`src/rtl/counter_ctrl.sv`:
```
// Front-end controller for an external counter: synchronizes and debounces four
// pushbuttons, turns presses into load / run / direction commands for the counter.
module counter_ctrl #(
   parameter int DEBOUNCE_CYCLES = 100_000
) (
   input  logic       Clk,
   input  logic       nReset,
   input  logic       btn_load,
   input  logic       btn_up,
   input  logic       btn_down,
   input  logic       btn_run,
   input  logic [3:0] sw_in,
   input  logic       Tick,
   output logic       Load,
   output logic [3:0] Count_in,
   output logic       Count_en,
   output logic       Up,
   output logic       o_state_dbg
);

   localparam int CW = $clog2(DEBOUNCE_CYCLES + 1);
   localparam logic [CW-1:0] CNT_LAST = CW'(DEBOUNCE_CYCLES - 1);

   // Button index map: 0 load, 1 up, 2 down, 3 run
   localparam int B_LOAD = 0;
   localparam int B_UP   = 1;
   localparam int B_DOWN = 2;
   localparam int B_RUN  = 3;

   typedef enum logic {
      S_IDLE      = 1'b0,
      S_LOAD_PEND = 1'b1
   } state_t;

   logic [3:0] w_btn_raw;
   logic [3:0] r_sync1;
   logic [3:0] r_sync2;
   logic [3:0] w_press;
   logic       r_tick_s1;
   logic       r_tick_s2;
   logic       r_tick_q;
   logic       w_tick_fall;
   state_t     r_state;
   logic       r_load;
   logic [3:0] r_count_in;
   logic       r_count_en;
   logic       r_up;

   assign w_btn_raw = {btn_run, btn_down, btn_up, btn_load};

   always_ff @(posedge Clk or posedge nReset) begin
      if (nReset) begin
         r_sync1   <= '0;
         r_sync2   <= '0;
         r_tick_s1 <= 1'b0;
         r_tick_s2 <= 1'b0;
         r_tick_q  <= 1'b0;
      end else begin
         r_sync1   <= w_btn_raw;
         r_sync2   <= r_sync1;
         r_tick_s1 <= Tick;
         r_tick_s2 <= r_tick_s1;
         r_tick_q  <= r_tick_s2;
      end
   end

   assign w_tick_fall = r_tick_q & ~r_tick_s2;

   // The counter only runs while the synced level disagrees with the accepted level,
   // so any bounce back to the accepted level restarts the stability window.
   for (genvar g = 0; g < 4; g++) begin : g_db
      logic          r_db;
      logic [CW-1:0] r_cnt;
      logic          r_press;

      always_ff @(posedge Clk or posedge nReset) begin
         if (nReset) begin
            r_db    <= 1'b0;
            r_cnt   <= '0;
            r_press <= 1'b0;
         end else begin
            r_press <= 1'b0;
            if (r_sync2[g] == r_db) begin
               r_cnt <= '0;
            end else if (r_cnt == CNT_LAST) begin
               r_db    <= r_sync2[g];
               r_cnt   <= '0;
               r_press <= r_sync2[g];
            end else begin
               r_cnt <= r_cnt + CW'(1);
            end
         end
      end

      assign w_press[g] = r_press;
   end

   always_ff @(posedge Clk or posedge nReset) begin
      if (nReset) begin
         r_state    <= S_IDLE;
         r_load     <= 1'b0;
         r_count_in <= 4'h0;
         r_count_en <= 1'b0;
         r_up       <= 1'b1;
      end else begin
         case (r_state)
            S_IDLE: begin
               if (w_press[B_LOAD]) begin
                  r_count_in <= sw_in;
                  r_load     <= 1'b1;
                  r_state    <= S_LOAD_PEND;
               end
            end
            S_LOAD_PEND: begin
               // Hold the request until the counter has seen one Tick fall.
               if (w_tick_fall) begin
                  r_load  <= 1'b0;
                  r_state <= S_IDLE;
               end
            end
            default: begin
               r_load  <= 1'b0;
               r_state <= S_IDLE;
            end
         endcase

         if (w_press[B_RUN]) begin
            r_count_en <= ~r_count_en;
         end

         if (w_press[B_UP] && !w_press[B_DOWN]) begin
            r_up <= 1'b1;
         end else if (w_press[B_DOWN] && !w_press[B_UP]) begin
            r_up <= 1'b0;
         end
      end
   end

   assign Load        = r_load;
   assign Count_in    = r_count_in;
   assign Count_en    = r_count_en;
   assign Up          = r_up;
   assign o_state_dbg = r_state;

endmodule

```
`config.mk`:
```
export PLATFORM = sky130hd
export DESIGN_NAME = counter_ctrl
export DESIGN_NICKNAME = d
export VERILOG_FILES = /design/src/rtl/counter_ctrl.sv
export SDC_FILE = /design/constraint.sdc
export NUM_CORES = 1
export LEC_CHECK = 0
export BUFFER_PORTS_ARGS = -buffer_cell sky130_fd_sc_hd__buf_4
export CORE_MARGIN = 8
export CORE_UTILIZATION = 45
export DETAILED_ROUTE_END_ITERATION = 10
export SETUP_SLACK_MARGIN = 0.4
export SLEW_MARGIN = 0
export SYNTH_ARGS = -nofsm -noshare
export SYNTH_HDL_FRONTEND = slang
export SYNTH_SLANG_ARGS = --single-unit
```
`constraint.sdc`:
```
create_clock -name Clk -period 7.2 [get_ports Clk]
set_clock_uncertainty 0.2 [all_clocks]
set_input_delay 0.72 -clock Clk [delete_from_list [all_inputs] [get_ports Clk]]
set_output_delay 0.72 -clock Clk [all_outputs]
set_load 0.05 [all_outputs]
```
## Word-level counts from Yosys, hierarchy flattened

Index checks and enable logic that the tools add are counted.

- Output and inout bits: 8
- Register bits: 95
- Bits of input ports: 11
- Word-level logic and storage cells: 79

- Bitwise gates (word level): 8
- $add $sub $neg: 4
- Reductions and logical operators: 11
- Muxes and demuxes: 24
- Equality and inequality tests: 10

Operators with widths:

| operator | number |
|---|---|
| 17-bit two-way mux | 8 |
| 17-bit by 1-bit adder with 17-bit output (second input constant) | 4 |
| 17-bit == test (second input constant) | 4 |
| 1-bit two-way mux | 14 |
| 2-bit AND reduction | 6 |
| 1-bit inverter | 7 |
| 1-bit == test | 4 |
| 2-bit != test (second input constant) | 2 |
| 1-bit case mux with 2 select lines | 2 |
| 1-bit logical AND | 2 |
| 1-bit logical NOT | 2 |
| 2-bit nonzero test | 1 |
| 1-bit bitwise AND | 1 |

## Longest topological paths before layout

- Word-level depth: 4
- Depth in mapped cells: 6
- Depth with buffers taken out: 5

## Worst setup path after synthesis

Ideal clock, no wire load.

- Kind: reg2reg
- Start: reg g_db[1].r_cnt[13]
- End: reg g_db[1].r_db
- Data arrival time: 1737 ps
- Data required time: 6875 ps
- Stages on the path, launching flop included: 4
- Slack: 5138 ps
- Cells stage by stage: dfrtp_1 -> or4b_1 -> or4_4 -> mux2_4

- Cells in the longest elaborated chain, start to end: 2

RTL lines:

| element | RTL line | source |
|---|---|---|
| start: declaration | 73 | `logic [CW-1:0] r_cnt;` |
| start signal: assignment | 90 | `r_cnt <= r_cnt + CW'(1);` |
| 17-bit == test | 85 | `end else if (r_cnt == CNT_LAST) begin` |
| 2-bit AND reduction (no line) | n/a |  |
| end signal: assignment | 86 | `r_db <= r_sync2[g];` |
| end: declaration | 72 | `logic r_db;` |

No other way between the ends.
A chain may end at the register's enable or synchronous reset.

## Worst setup path after layout

- Start: reg g_db[1].r_cnt[14]
- End: reg g_db[1].r_db

Same word-level chain as after synthesis.

==> impl_metrics.env <==
export IMPL_outcome="complete, no violations"
export IMPL_post_cts_setup_buffers=0
export IMPL_vias=2858
export IMPL_grt_antenna_before_repair=0
export IMPL_gp_congestion=0.814
export IMPL_clk_pin_slew_ns=0.09
export IMPL_h_tree_depth=3
export IMPL_synth_top_area_frac=0.553
export IMPL_max_freq_ghz=0.466
export IMPL_core_um2=9200
export IMPL_path_cells="or4b_1 -> or4_4 -> mux2_4"
export IMPL_slowest_delay_ns=0.58
export IMPL_yosysUniqueCellTypes=33
export IMPL_firstDrtPassIters=4
export IMPL_post_drt_wl_per_cell_um=13.5
export IMPL_start_util=0.463
export IMPL_drtIter0Drc=101
export IMPL_ios=19
export IMPL_area_growth_pct=10.7
export IMPL_powerDensity_nw_per_um2=203
export IMPL_yosysSeqAreaShare=0.559
export IMPL_worst_slew_pin_slew_ns=0.812
export IMPL_critical_path_endpoint="g_db[1].r_db"
export IMPL_avgSynthCellArea_um2=10.6
export IMPL_reg2reg_from="g_db[1].r_cnt[14]"
export IMPL_cts_buffers=9
export IMPL_timing_rr_end="g_db[1].r_db"
export IMPL_grt_use_total=0.123
export IMPL_detailed_place_hpwl_um=4950
export IMPL_fin_hold_ws_ns=0.149
export IMPL_ir_worst_vdd_mv=0.0818
export IMPL_crit_slowest_cell="or4_4"
export IMPL_cts_sinks=95
export IMPL_drc=0
export IMPL_r2r_slack_ns=5.05
export IMPL_grt_pass1_vias=2765
export IMPL_grt_overflow_total=0
export IMPL_rsz0062_at_grt="false"
export IMPL_cts_tree="built"
export IMPL_synth_area_um2=4260
export IMPL_antennaDiodeCount=0
export IMPL_port_buffers=18
export IMPL_synth_nets=416
export IMPL_grt_pass1_wl_um=12900
export IMPL_synthTopCellsByArea="dfrtp_1 55%, xnor2_1 8.0%, nor2_1 6.0%, xor2_1 4.5%, nand4_1 3.7%"
export IMPL_cts_max_path_buffers=2
export IMPL_post_route_period_util=0.298
export IMPL_setup_ws_ns=5.05
export IMPL_power_static_leakage_uw=0.00198
export IMPL_clockRootBuffer="clkbuf_8"
export IMPL_drv_cap=0
export IMPL_finalSetupViolCount=0
export IMPL_die_x_um=113
export IMPL_ys_ff_latch=95
export IMPL_synth_top_area_cell="dfrtp_1"
export IMPL_viasPerCell=5.33
export IMPL_hold_class="primary input to asynchronous set/reset pin"
export IMPL_clock_latency_ns=0.35
export IMPL_path_class="flip-flop to flip-flop"
export IMPL_drive_above_1_share=0.118
export IMPL_drt_wl_total_um=7260
export IMPL_cp_start_kind="flip-flop"
export IMPL_endpoint_kind="flip-flop"
export IMPL_postSynth_asyncResetShare=1.00
export IMPL_drv_slew=0
export IMPL_tns_ns=0
export IMPL_slew_headroom=0.459
export IMPL_row_count=35
export IMPL_cp_required_ns=7.24
export IMPL_grt_max_degree=67
export IMPL_ys_warn_count=0
export IMPL_ctsResizeCount=0
export IMPL_period_minus_slack_ns=2.15
export IMPL_synth_edff_count=0
export IMPL_synth_most_common_cell="dfrtp_1"
export IMPL_hold_violations=0
export IMPL_synth_top_cells_by_count="94 x dfrtp_1, 68 x nor2_1, 39 x xnor2_1, 25 x nand4_1, 23 x nand3_1"
export IMPL_ctsHoldBuffers=0
export IMPL_worstRegToRegCells=3
export IMPL_die_h_um=113
export IMPL_antenna_left=0
export IMPL_cp_max_fo=4
export IMPL_cp_arrival_ns=2.19
export IMPL_final_nets=436
export IMPL_cp_startpoint="g_db[1].r_cnt[14]"
export IMPL_synth_main_ff_cell="dfrtp_1"
export IMPL_dp_slack_ns=5.02
export IMPL_fp_dieArea_um2=12800
export IMPL_synthCells=400
-- report_power, final --
group	leakage (µW)	internal [µW]	switching, µW
Clock	0.000104	206	172
Combinational	0.000592	10.3	21.3
Sequential	0.00129	542	8.09
Total	0.00198	758	201
-- through the flow --
step	area (µm²)	total power, µW	std cells	util
after CTS	4710	978	536	0.512
after global routing	4710	1000	536	0.512
after global placement	4500	593	520	0.489
after detailed placement	4500	594	520	0.489
final	4710	959	536	0.512
after floorplan	4260	581	400	-
-- worst min path at each step --
stage               start               to  slack [ns]  cells past startpoint
2_1_floorplan  r_sync1[0]       r_sync2[0]        0.13                      0
3_3_place_gp   r_sync1[0]       r_sync2[0]        0.14                      0
3_5_place_dp   r_sync1[0]       r_sync2[0]        0.14                      0
4_1_cts            nReset  g_db[2].r_press        0.14                      2
5_1_grt            nReset         Count_en        0.16                      2
6_report           nReset         Count_en        0.15                      2
-- metal layers --
layer	track usage	up-vias	wire length, µm
met2	0.189	33	3350
met4	0.0480	0	108
li1	-	1433	-
met5	0	-	0
met1	0.158	1381	3560
met3	0.0373	11	235
-- cell families after synthesis --
kind of cell | after synthesis | synth area share
simple gates | 199 | 0.243
flops | 95 | 0.559
xor+xnor | 61 | 0.126
buf+inv | 19 | 0.0185
compound gates | 12 | 0.0150
mux | 9 | 0.0247
fa+ha+maj | 5 | 0.0147
-- flip-flops by register name, summed over array words and instances, names as in the netlist --
register	flops
g_db.r_db	4
r_tick_q	1
g_db.r_press	4
Load	1
Up	1
Count_in	4
r_sync2	4
r_tick_s1	1
r_sync1	4
o_state_dbg	1
g_db.r_cnt	68
r_tick_s2	1
Count_en	1
-- worst max-delay path: cells and delay by family (launching register included) --
kind / cells / cell delay, ns
simple gates: 2 / 1.12
flops: 1 / 0.41
mux: 1 / 0.31
-- cell usage in the layout, fill, tap and decap left out, drive strengths merged, types with 13 or more instances in the layout --
cell / n
xor2: 22
dfrtp: 94
nand3: 23
nand4: 25
buf: 19
clkbuf: 13
xnor2: 39
nor4: 16
nand2: 22
nor2: 68
nor3: 14
-- area by class of cell --
cell class                      count  area [µm²]
Clock inverter                      3        67.6
Multi-Input combinational cell    286        1800
Timing Repair Buffer               19         143
Sequential cell                    95        2380
Tap cell                          111         139
Clock buffer                       13         149
Fill cell                         831        4480
Inverter                            9        36.3
Power figures use the tool's default switching activity.
